$ cat src/rtl/inst_fetch_queue.sv
// rtl/inst_fetch_queue.sv - sequential instruction prefetch queue with redirect and stale-fetch drop
module inst_fetch_queue #(
    parameter int          DEPTH    = 4,
    parameter logic [31:0] RESET_PC = 32'h0
) (
    input  logic                     clk,
    input  logic                     rst,
    input  logic                     redirect_valid,
    input  logic [31:0]              redirect_pc,
    output logic                     mem_req,
    output logic [31:0]              mem_addr,
    input  logic                     mem_ack,
    input  logic [31:0]              mem_rdata,
    output logic                     out_valid,
    output logic [31:0]              out_pc,
    output logic [31:0]              out_inst,
    input  logic                     out_ready,
    output logic [$clog2(DEPTH):0]   count
);

    localparam int AW = $clog2(DEPTH);
    localparam int CW = AW + 1;
    localparam logic [CW-1:0] DEPTH_C = CW'(DEPTH);

    typedef enum logic [1:0] {IDLE, REQ, DROP} state_t;

    state_t        state_q, state_d;
    logic [31:0]   fetch_pc_q, fetch_pc_d;
    logic [31:0]   req_addr_q, req_addr_d;
    logic [AW-1:0] wr_ptr_q, rd_ptr_q;
    logic [CW-1:0] count_q;
    logic [31:0]   pc_mem_q   [DEPTH];
    logic [31:0]   inst_mem_q [DEPTH];

    logic          acked;
    logic          push;
    logic          pop;
    logic [CW-1:0] count_after;

    assign acked       = mem_ack && (state_q != IDLE);
    assign push        = !redirect_valid && (state_q == REQ) && mem_ack;
    assign pop         = !redirect_valid && out_valid && out_ready;
    assign count_after = count_q + CW'(push) - CW'(pop);

    assign mem_req   = (state_q != IDLE);
    assign mem_addr  = req_addr_q;
    assign out_valid = (count_q != '0);
    assign out_pc    = pc_mem_q[rd_ptr_q];
    assign out_inst  = inst_mem_q[rd_ptr_q];
    assign count     = count_q;

    always_comb begin
        state_d    = state_q;
        fetch_pc_d = fetch_pc_q;
        req_addr_d = req_addr_q;
        if (redirect_valid) begin
            // An outstanding unacked fetch must complete before the new target can go on the bus.
            if (state_q == IDLE || acked) begin
                state_d    = REQ;
                req_addr_d = redirect_pc;
                fetch_pc_d = redirect_pc + 32'd4;
            end else begin
                state_d    = DROP;
                fetch_pc_d = redirect_pc;
            end
        end else begin
            case (state_q)
                IDLE: begin
                    if (count_q < DEPTH_C) begin
                        state_d    = REQ;
                        req_addr_d = fetch_pc_q;
                        fetch_pc_d = fetch_pc_q + 32'd4;
                    end
                end
                REQ: begin
                    if (acked) begin
                        if (count_after < DEPTH_C) begin
                            req_addr_d = fetch_pc_q;
                            fetch_pc_d = fetch_pc_q + 32'd4;
                        end else begin
                            state_d = IDLE;
                        end
                    end
                end
                DROP: begin
                    if (acked) begin
                        state_d    = REQ;
                        req_addr_d = fetch_pc_q;
                        fetch_pc_d = fetch_pc_q + 32'd4;
                    end
                end
                default: state_d = IDLE;
            endcase
        end
    end

    always_ff @(posedge clk or posedge rst) begin
        if (rst) begin
            state_q    <= IDLE;
            fetch_pc_q <= RESET_PC;
            req_addr_q <= RESET_PC;
            wr_ptr_q   <= '0;
            rd_ptr_q   <= '0;
            count_q    <= '0;
            for (int i = 0; i < DEPTH; i++) begin
                pc_mem_q[i]   <= '0;
                inst_mem_q[i] <= '0;
            end
        end else begin
            state_q    <= state_d;
            fetch_pc_q <= fetch_pc_d;
            req_addr_q <= req_addr_d;
            if (redirect_valid) begin
                wr_ptr_q <= '0;
                rd_ptr_q <= '0;
                count_q  <= '0;
            end else begin
                if (push) begin
                    pc_mem_q[wr_ptr_q]   <= req_addr_q;
                    inst_mem_q[wr_ptr_q] <= mem_rdata;
                    wr_ptr_q             <= wr_ptr_q + AW'(1);
                end
                if (pop) begin
                    rd_ptr_q <= rd_ptr_q + AW'(1);
                end
                count_q <= count_after;
            end
        end
    end

endmodule
$ cat config.mk
export PLATFORM = sky130hd
export DESIGN_NAME = inst_fetch_queue
export DESIGN_NICKNAME = d
export VERILOG_FILES = /design/src/rtl/inst_fetch_queue.sv
export SDC_FILE = /design/constraint.sdc
export NUM_CORES = 1
export LEC_CHECK = 0
export CORE_ASPECT_RATIO = 1.75
export CORE_MARGIN = 1.5
export CORE_UTILIZATION = 45
export DETAILED_ROUTE_END_ITERATION = 6
export PLACE_DENSITY_LB_ADDON = 0.08
export SETUP_SLACK_MARGIN = 0.4
export SYNTH_ARGS = -nofsm -noshare
export SYNTH_HDL_FRONTEND = slang
export SYNTH_SLANG_ARGS = --single-unit
$ cat constraint.sdc
create_clock -name clk -period 21.4 [get_ports clk]
set_clock_uncertainty 0.1 [all_clocks]
set_input_delay 3.21 -clock clk [delete_from_list [all_inputs] [get_ports clk]]
set_output_delay 3.21 -clock clk [all_outputs]
set_load 0.02 [all_outputs]
==> out/qor.txt, run 1 <==
Top Layer Used: met4
top-level port count: 170
Synth async-reset ratio: 100%
number of fill cells in the layout: 2,878
Post-Syn Area per Cell: 14.4 um^2
Tcrit/Tclk final: 34.1%
Syn Nets: 1,143
DRC: 0
row count: 89
Synth area leader: dfrtp_1
Root Buffer: clkbuf_16
clock-pin slew on the worst setup and hold paths: 0.06 ns
Clock Sinks: 329
placed instance count: 1,642
htree depth: 1
critical path capture point type: flop
Slew headroom: 29.8%
final setup fails: 0
area share of the largest cell type after synthesis: 53.7%
clock latency on the worst-skew pair: 0.56 ns
die height: 247 um
Syn. warnings: 0
Initial Utilization: 45.5%
total wire length: 34.5 mm
Post-synth EDFFs: 0
largest net degree at the start of global routing: 139
Cell Area, Placed: 17,400 um^2
I/O Buffers: 169
Worst EP arrival: 7.63 ns
Post-DP HPWL: 22.0 mm
vias in the first global route: 9,783
Synth Flop Type: dfrtp_1
vias post-DR: 9,139
# hold bufs at CTS: 0
die area: 35,200 um^2
Num CTS Buffers: 31
top post-synthesis cells by count: 329 x dfrtp_1, 261 x mux2_2, 64 x mux4_2
fin nets: 1,298
crit path kind: input pin to flop
status: finished, final reports clean
routed wl met2: 18.0 mm
1st-iter DRT viols: 333
initial antenna violation count: 0
pwr dens: 142 nW/um^2
via-per-instance ratio: 5.38
WL met3: 1.27 mm
post-synth cell types: 47
area of the mapped netlist: 15,300 um^2
critical path peak fanout: 62
worst hold path class: flop to flop
Slew Limit Fails: 0
CTS Buffer Depth: 3
CTS tree: built
max-cap viol count: 0
total negative setup slack: 0 ns
Core Footprint: 33,600 um^2
GPL Wtd Cong: 0.823
Routed wire per std cell: 20.3 um
Resized cells post-CTS: 0
post-synthesis sequential area ratio: 53.7%
RSZ-0062 raised after global routing: false
Area growth, synth to finish: 21.2%
share of cells above drive strength 1: 33.0%
Die Wd: 142 um
# diodes: 0
grt ovf: 0
Setup Buffers After CTS: 0
Syn Inst Count: 1,065
Critical Path Source Type: input pin
Synth area leaders: dfrtp_1 54%, mux2_2 19%, mux4_2 9.4%
overall routing resource usage: 20.3%
Max Fclk: 0.137 GHz
DRT Pass-1 Iters: 4
maximum vdd drop: 0.0641 mV
Hold Vio Cnt, Final: 0
#FFs+latches synth: 329
Least-Margin Pin Slew: 1.05 ns
Met1 Wirelength: 14.3 mm
count leader, synth: dfrtp_1
design area: 18,600 um^2
global-route wire length before repair: 55.3 mm
Final Instance Count excl. Fillers: 1,699
Required @ worst endpoint: 21.74 ns
static leakage: 8.18 nW
antenna viol nets, final: 0
Layout Utilization: 55.2%
Final min period: 7.29 ns
==> sequential cells by signal (all words and copies together), names as in the netlist <==
| register | count |
|---|---|
| inst_mem_q | 128 |
| rd_ptr_q | 2 |
| count | 3 |
| wr_ptr_q | 2 |
| pc_mem_q | 128 |
| fetch_pc_q | 32 |
| mem_addr | 32 |
| state_q | 2 |
==> kinds of logic after synthesis <==
group | Yosys count | synth area share [%]
flip-flops | 329 | 53.7
AND/OR/NAND/NOR | 167 | 5.79
XOR/XNOR | 61 | 3.49
AO/OA/AOI/OAI | 47 | 1.73
multiplexers | 381 | 32.4
adder cells (fa/ha/maj) | 9 | 0.784
buffers and inverters | 71 | 2.10
==> cell type report <==
type | count | area, um^2 | area share, %
sequential | 329 | 8240 | 44.4
timing repair buffer | 181 | 1780 | 9.58
clock buffer | 47 | 956 | 5.15
multi-input combinational | 665 | 6790 | 36.6
tap | 455 | 569 | 3.07
inverter | 12 | 52.6 | 0.283
clock inverter | 10 | 175 | 0.944
==> per-stage QoR <==
| stage | total power, mW | hold slack (ns) | worst slack, ns |
|---|---|---|---|
| 5_1_grt | 2.78 | 0.406 | 13.77 |
| 3_3_place_gp | 2.04 | 0.379 | 13.57 |
| 3_5_place_dp | 2.06 | 0.384 | 13.50 |
| 4_1_cts | 2.67 | 0.399 | 14.10 |
| 2_1_floorplan | 1.63 | 0.367 | 8.98 |
| 6_report | 2.63 | 0.395 | 14.11 |
==> report_power, final <==
group	internal [mW]	leakage (nW)	switching, mW
sequential	0.851	4.22	0.179
combinational	0.559	3.40	0.443
clock	0.366	0.563	0.233
==> critical path, stage by stage <==
cell,delay (ns)
clkdlybuf4s50_1,0.62
nand3b_1,0.20
nor2_1,0.61
inv_1,0.10
ha_1,0.30
inv_1,0.06
ha_1,0.13
inv_1,0.04
fa_1,0.36
xor2_1,0.34
nor4b_1,0.13
or2_1,0.45
mux2i_4,0.22
buf_4,0.49
mux2_1,0.37
==> placed cells by master (no fill, tap or decap), types with 5 or more instances in the layout <==
master	n
xnor2_1	25
clkbuf_16	31
buf_4	13
clkinv_2	5
dfrtp_1	327
and3_1	9
nand2_1	54
xor2_1	36
mux2i_1	53
nor3_1	12
o21ai_1	32
clkbuf_8	12
bufinv_16	5
nor2_1	19
and2_1	5
nand4_1	20
clkdlybuf4s50_1	168
inv_1	11
mux4_2	64
nand3_1	19
ha_1	8
mux2_2	261
o21ai_0	8
==> final timing paths <==
| kind | cells past startpoint | start | slack (ns) | endpoint |
|---|---|---|---|---|
| min in group asynchronous | 2 | rst | 3.19 | inst_mem_q[42] |
| min reg2reg | 1 | fetch_pc_q[0] | 0.40 | fetch_pc_q[0] |
| min | 1 | fetch_pc_q[0] | 0.40 | fetch_pc_q[0] |
| max in group asynchronous | 4 | rst | 15.83 | pc_mem_q[18] |
| max reg2reg | 14 | state_q[1] | 16.79 | mem_addr[1] |
| max | 15 | mem_ack | 14.11 | mem_addr[1] |
==> metal layers <==
metal	vias to the layer above	track usage (%)
met3	55	2.58
met5	-	0
met4	0	6.31
li1	4207	-
met1	4701	25.5
met2	176	36.2
Note: power is estimated with default switching activity, not from simulation.
==> run 2, diff against run 1 <==
clock period = 6 ns   (was 21.4 ns; I/O delays follow)
==> out/qor.txt, run 2 (synthesis results as in run 1) <==
status: finished, final reports clean
reg-to-reg endpoint: mem_addr[10]
clock latency on the worst-skew pair: 0.56 ns (about the same)
Least-Margin Pin Slew: 1.11 ns (+0.0618 ns)
GPL Wtd Cong: 0.832 (+1.0%)
Die Wd: 142 um (unchanged)
vias in the first global route: 9,787 (+0.041%)
max-cap viol count: 0 (unchanged)
Cell Area, Placed: 17,500 um^2 (+0.31%)
die height: 247 um (unchanged)
pwr dens: 500 nW/um^2 (+250%)
total negative setup slack: 0 ns (unchanged)
Root Buffer: clkbuf_16
share of cells above drive strength 1: 32.6% (-0.35 points)
commonest non-fill, non-tap cells in the layout: 327 x dfrtp_1, 261 x mux2_2, 168 x clkdlybuf4s50_1
Critical Path Source Type: input pin
Slew Limit Fails: 0 (unchanged)
crit path kind: input pin to flop
largest registers: inst_mem_q (128), pc_mem_q (128)
Tcrit/Tclk final: 72.3%
WHS: 0.397 ns (+0.00151 ns)
Resized cells post-CTS: 0 (unchanged)
1st-iter DRT viols: 344 (+3.3%)
Pwr Total: 9.27 mW (+250%)
RSZ-0062 raised after global routing: false
design area: 18,500 um^2 (-0.19%)
CTS Buffer Depth: 3 (unchanged)
critical path peak fanout: 46 (-26%)
Worst EP arrival: 4.67 ns (-2.96 ns)
largest net degree at the start of global routing: 142 (+2.2%)
DRT Pass-1 Iters: 4 (unchanged)
Final min period: 4.34 ns
antenna viol nets, final: 0 (unchanged)
via-per-instance ratio: 5.39 (+0.16%)
I/O Buffers: 169 (unchanged)
row count: 89 (unchanged)
Area growth, synth to finish: 21.0%
Required @ worst endpoint: 6.33 ns (-15.41 ns)
overall routing resource usage: 20.3% (about the same)
Core Footprint: 33,600 um^2 (unchanged)
critical path capture point type: flop
Slew headroom: 26.2% (-3.7 points)
hold depth: 1 (unchanged)
Setup Buffers After CTS: 0 (unchanged)
htree depth: 1 (unchanged)
r2r setup slk: 1.99 ns (-14.80 ns)
worst hold path class: flop to flop
Max Fclk: 0.230 GHz
Routed wire per std cell: 20.4 um (+0.44%)
Initial Utilization: 45.5% (unchanged)
Layout Utilization: 55.1% (-0.10 points)
# hold bufs at CTS: 0 (unchanged)
fin nets: 1,299 (+0.077%)
Worst Hold End: fetch_pc_q[0]
Num CTS Buffers: 31 (unchanged)
worst hold start: fetch_pc_q[0]
static leakage: 8.14 nW (-0.52%)
top-level port count: 170 (unchanged)
Clock Sinks: 329 (unchanged)
die area: 35,200 um^2 (unchanged)
clock-pin slew on the worst setup and hold paths: 0.06 ns (about the same)
FF-to-FF Start: count[1]
Post-DP HPWL: 22.5 mm (+2.2%)
most common cell after layout, fill and taps aside: dfrtp_1
total wire length: 34.6 mm (+0.32%)
vias post-DR: 9,143 (+0.044%)
grt ovf: 0 (unchanged)
Hold Vio Cnt, Final: 0 (unchanged)
Worst Reg-to-Reg Cells: 15 (+1)
final setup fails: 0 (unchanged)
# diodes: 0 (unchanged)
DRC: 0 (unchanged)
maximum vdd drop: 0.236 mV (+270%)
initial antenna violation count: 0 (unchanged)
CTS tree: built
global-route wire length before repair: 55.6 mm (+0.51%)
## run 2: changes by cell type in the layout (fill, tap and decap cells not counted), sizes merged
cell	before	now
clkinv	5	0
bufinv	5	2
clkbuf	47	50
clkinvlp	0	3
buf	13	14
inv	12	11
## run 2: worst max-delay path, stage by stage
cell,delay [ns]
clkdlybuf4s50_1,0.61
nand3b_1,0.19
nor2_1,0.13
buf_4,0.19
inv_1,0.05
ha_1,0.26
inv_1,0.05
ha_1,0.13
inv_1,0.04
fa_1,0.36
xor2_1,0.20
a32o_1,0.27
or2_1,0.22
buf_4,0.19
mux2i_4,0.45
buf_12,0.27
o21ai_0,0.12
## run 2: final cells by class
class | count | area [um^2]
sequential | 329 | 8240
fill | 2899 | 15100
tap | 455 | 569
clock inverter | 4 | 75.1
timing repair buffer | 182 | 1840
inverter | 12 | 48.8
clock buffer | 50 | 967
multi-input combinational | 665 | 6790
## run 2: power by group
part | internal (mW) | switching [mW]
registers | 3.04 | 0.666
clock network | 1.18 | 0.826
logic | 2.02 | 1.55
total | 6.23 | 3.04
## run 2: worst max path at each step
stage              endpoint     from  cells after the start
5_1_grt        mem_addr[17]  mem_ack                     18
3_5_place_dp   mem_addr[10]  mem_ack                     17
2_1_floorplan      count[0]      rst                      1
6_report       mem_addr[10]  mem_ack                     17
3_3_place_gp   mem_addr[10]  mem_ack                     17
4_1_cts        mem_addr[10]  mem_ack                     17
## run 2: per-stage QoR
stage	instances	setup slack [ns]
floorplan	1065	0.607
global placement	1643	1.07
detailed placement	1643	1.04
CTS	1697	1.65
global route	1697	1.25
finish	1697	1.66
## run 2: per-layer routing
metal,up-vias,share of wire (%),track usage [%]
li1,4201,-,-
met1,4729,42,26.2
met2,165,51,34.9
met3,48,3.9,2.92
met4,0,2.8,6.67
met5,-,0,0
==> run 3, diff against run 2 <==
clock period = 3.7 ns   (was 6 ns; I/O delays follow)
==> out/qor.txt, run 3 (synthesis results as in run 1) <==
largest net degree at the start of global routing: 71 (-50%)
row count: 89 (unchanged)
worst hold start: redirect_valid
Least-Margin Pin Slew: 0.880 ns (-0.227 ns)
antenna viol nets, final: 0 (unchanged)
Slew headroom: 41.3% (+15 points)
Slew Limit Fails: 0 (unchanged)
I/O Buffers: 169 (unchanged)
status: finished, final reports clean
Final min period: 3.55 ns
sequential fraction of design power: 36.4% (-3.5 points)
Post-DP HPWL: 23.8 mm (+5.8%)
crit path kind: flop to flop
maximum vdd drop: 0.453 mV (+92%)
final setup fails: 0 (unchanged)
Required @ worst endpoint: 4.03 ns (-2.30 ns)
Clock Sinks: 329 (unchanged)
GPL Wtd Cong: 0.814 (-2.1%)
# diodes: 0 (unchanged)
# hold bufs at CTS: 0 (unchanged)
via-per-instance ratio: 5.40 (+0.29%)
critical path capture point type: flop
critical path peak fanout: 2 (-96%)
DRC: 0 (unchanged)
Root Buffer: clkbuf_16
Routed wire per std cell: 20.9 um (+2.8%)
Layout Utilization: 59.0% (+3.9 points)
Num CTS Buffers: 31 (unchanged)
pwr dens: 817 nW/um^2 (+63%)
Sw Ratio: 33.1% (+0.32 points)
final setup margin: 0.147 ns (-1.51 ns)
Area growth, synth to finish: 29.6%
Worst Reg-to-Reg Cells: 26 (+11)
htree depth: 1 (unchanged)
static leakage: 8.85 nW (+8.8%)
top-level port count: 170 (unchanged)
Core Footprint: 33,600 um^2 (unchanged)
RSZ-0062 raised after global routing: true
commonest non-fill, non-tap cells in the layout: 327 x dfrtp_1, 261 x mux2_2, 167 x clkdlybuf4s50_1
global-route wire length before repair: 58.1 mm (+4.5%)
overall routing resource usage: 21.4% (+1.1 points)
Worst EP arrival: 3.89 ns (-0.78 ns)
fin nets: 1,379 (+6.2%)
CTS tree: built
initial antenna violation count: 1 (+1)
CTS Buffer Depth: 3 (unchanged)
Die Wd: 142 um (unchanged)
Clock power frac: 20.1% (-1.5 points)
Tcrit/Tclk final: 96.0%
Max Fclk: 0.281 GHz
Critical Path Source Type: flop
Worst Hold End: rd_ptr_q[1]
1st-iter DRT viols: 343 (-0.29%)
Initial Utilization: 45.5% (unchanged)
FF-to-FF Start: count[1]
clock latency on the worst-skew pair: 0.56 ns (about the same)
Net Sw Power: 5.37 mW (+77%)
die area: 35,200 um^2 (unchanged)
Place WS: -0.150 ns (-1.19 ns)
vias in the first global route: 10,389 (+6.2%)
reg-to-reg endpoint: rd_ptr_q[0]
grt ovf: 0 (unchanged)
most common cell after layout, fill and taps aside: dfrtp_1
Hold Vio Cnt, Final: 0 (unchanged)
cell-internal power: 10.8 mW (+74%)
worst hold path class: input pin to flop
Comb pwr share: 43.4% (+4.9 points)
r2r setup slk: 0.15 ns (-1.84 ns)
clock-pin slew on the worst setup and hold paths: 0.06 ns (about the same)
total wire length: 37.2 mm (+7.6%)
vias post-DR: 9,596 (+5.0%)
max-cap viol count: 0 (unchanged)
die height: 247 um (unchanged)
largest registers: inst_mem_q (128), pc_mem_q (128)
hold depth: 2 (+1)
share of cells above drive strength 1: 41.9% (+9.3 points)
DRT Pass-1 Iters: 4 (unchanged)
[run 3: cell count changes in the layout (fill, tap and decap cells not counted), sizes merged]
cell,change
dlygate4sd2,+1
bufinv,+2
inv,+1
buf,+76
clkbuf,-5
clkinv,+5
clkinvlp,-1
bufbuf,+1
clkdlybuf4s50,-1
[run 3: stage by stage]
step / instance area, um^2 / std cells / hold slack, ns / power, mW / TNS, ns
after floorplan: 15400 / 1065 / 0.367 / 9.49 / -443.39
after global placement: 17900 / 1674 / 0.379 / 12.1 / -4.18
after detailed placement: 17900 / 1674 / 0.387 / 12.2 / -5.95
after CTS: 19400 / 1763 / 0.0826 / 16.0 / 0
after global routing: 19800 / 1776 / 0.0970 / 17.1 / 0
final: 19800 / 1776 / 0.117 / 16.2 / 0
[run 3: cell type report]
cell class              instances  area [um^2]
fillers                      2707        13800
flip-flops and latches        329         8240
multi-input cells             665         7160
repair buffers                262         2800
clock buffers                  42          867
well taps                     455          569
clock inverters                11          165
inverters                      12         48.8
[run 3: power groups by stage]
stage                     combinational (mW)  clock (mW)  sequential, mW
after global routing                    7.48        3.50            6.10
final                                   7.04        3.27            5.91
after detailed placement                6.25           0            5.96
after global placement                  6.17           0            5.91
after floorplan                         3.70           0            5.79
after CTS                               6.77        3.37            5.87
[run 3: how the worst max path moves through the flow]
stage / start / endpoint / slack [ns] / cells after the start
floorplan: rst / count[0] / -1.35 / 1
detailed placement: mem_ack / mem_addr[20] / -0.15 / 16
global route: count[1] / fetch_pc_q[23] / 0.09 / 17
CTS: count[1] / rd_ptr_q[0] / 0.27 / 26
global placement: mem_ack / mem_addr[10] / -0.12 / 15
finish: count[1] / rd_ptr_q[0] / 0.15 / 26
[run 3: timing repair]
action,CTS,global route
resized for setup,31,77
buffers inserted,33,8
cloned,3,5
hold endpoints to repair,0,0
pin swaps,8,25
setup endpoints to repair,100,63
[run 3: critical path, cell delays in order (launching register included)]
cell,delay [ns]
dfrtp_1,0.36
or3_4,0.15
nand2_4,0.06
buf_6,0.12
buf_4,0.11
buf_4,0.12
buf_4,0.12
buf_4,0.13
buf_6,0.11
buf_6,0.10
buf_4,0.12
buf_4,0.12
buf_4,0.12
buf_4,0.13
buf_6,0.11
buf_4,0.12
buf_4,0.12
buf_6,0.11
buf_4,0.12
buf_4,0.12
buf_4,0.13
buf_6,0.11
buf_6,0.11
buf_6,0.10
buf_6,0.10
xor2_1,0.14
nor2_1,0.06
[run 3: layer usage]
layer	vias to the layer above	share of wire [%]	track usage, %
li1	4378	-	-
met1	5011	39	26.2
met2	163	55	38.8
met3	44	3.8	3.18
met4	0	2.1	6.40
met5	-	0	0
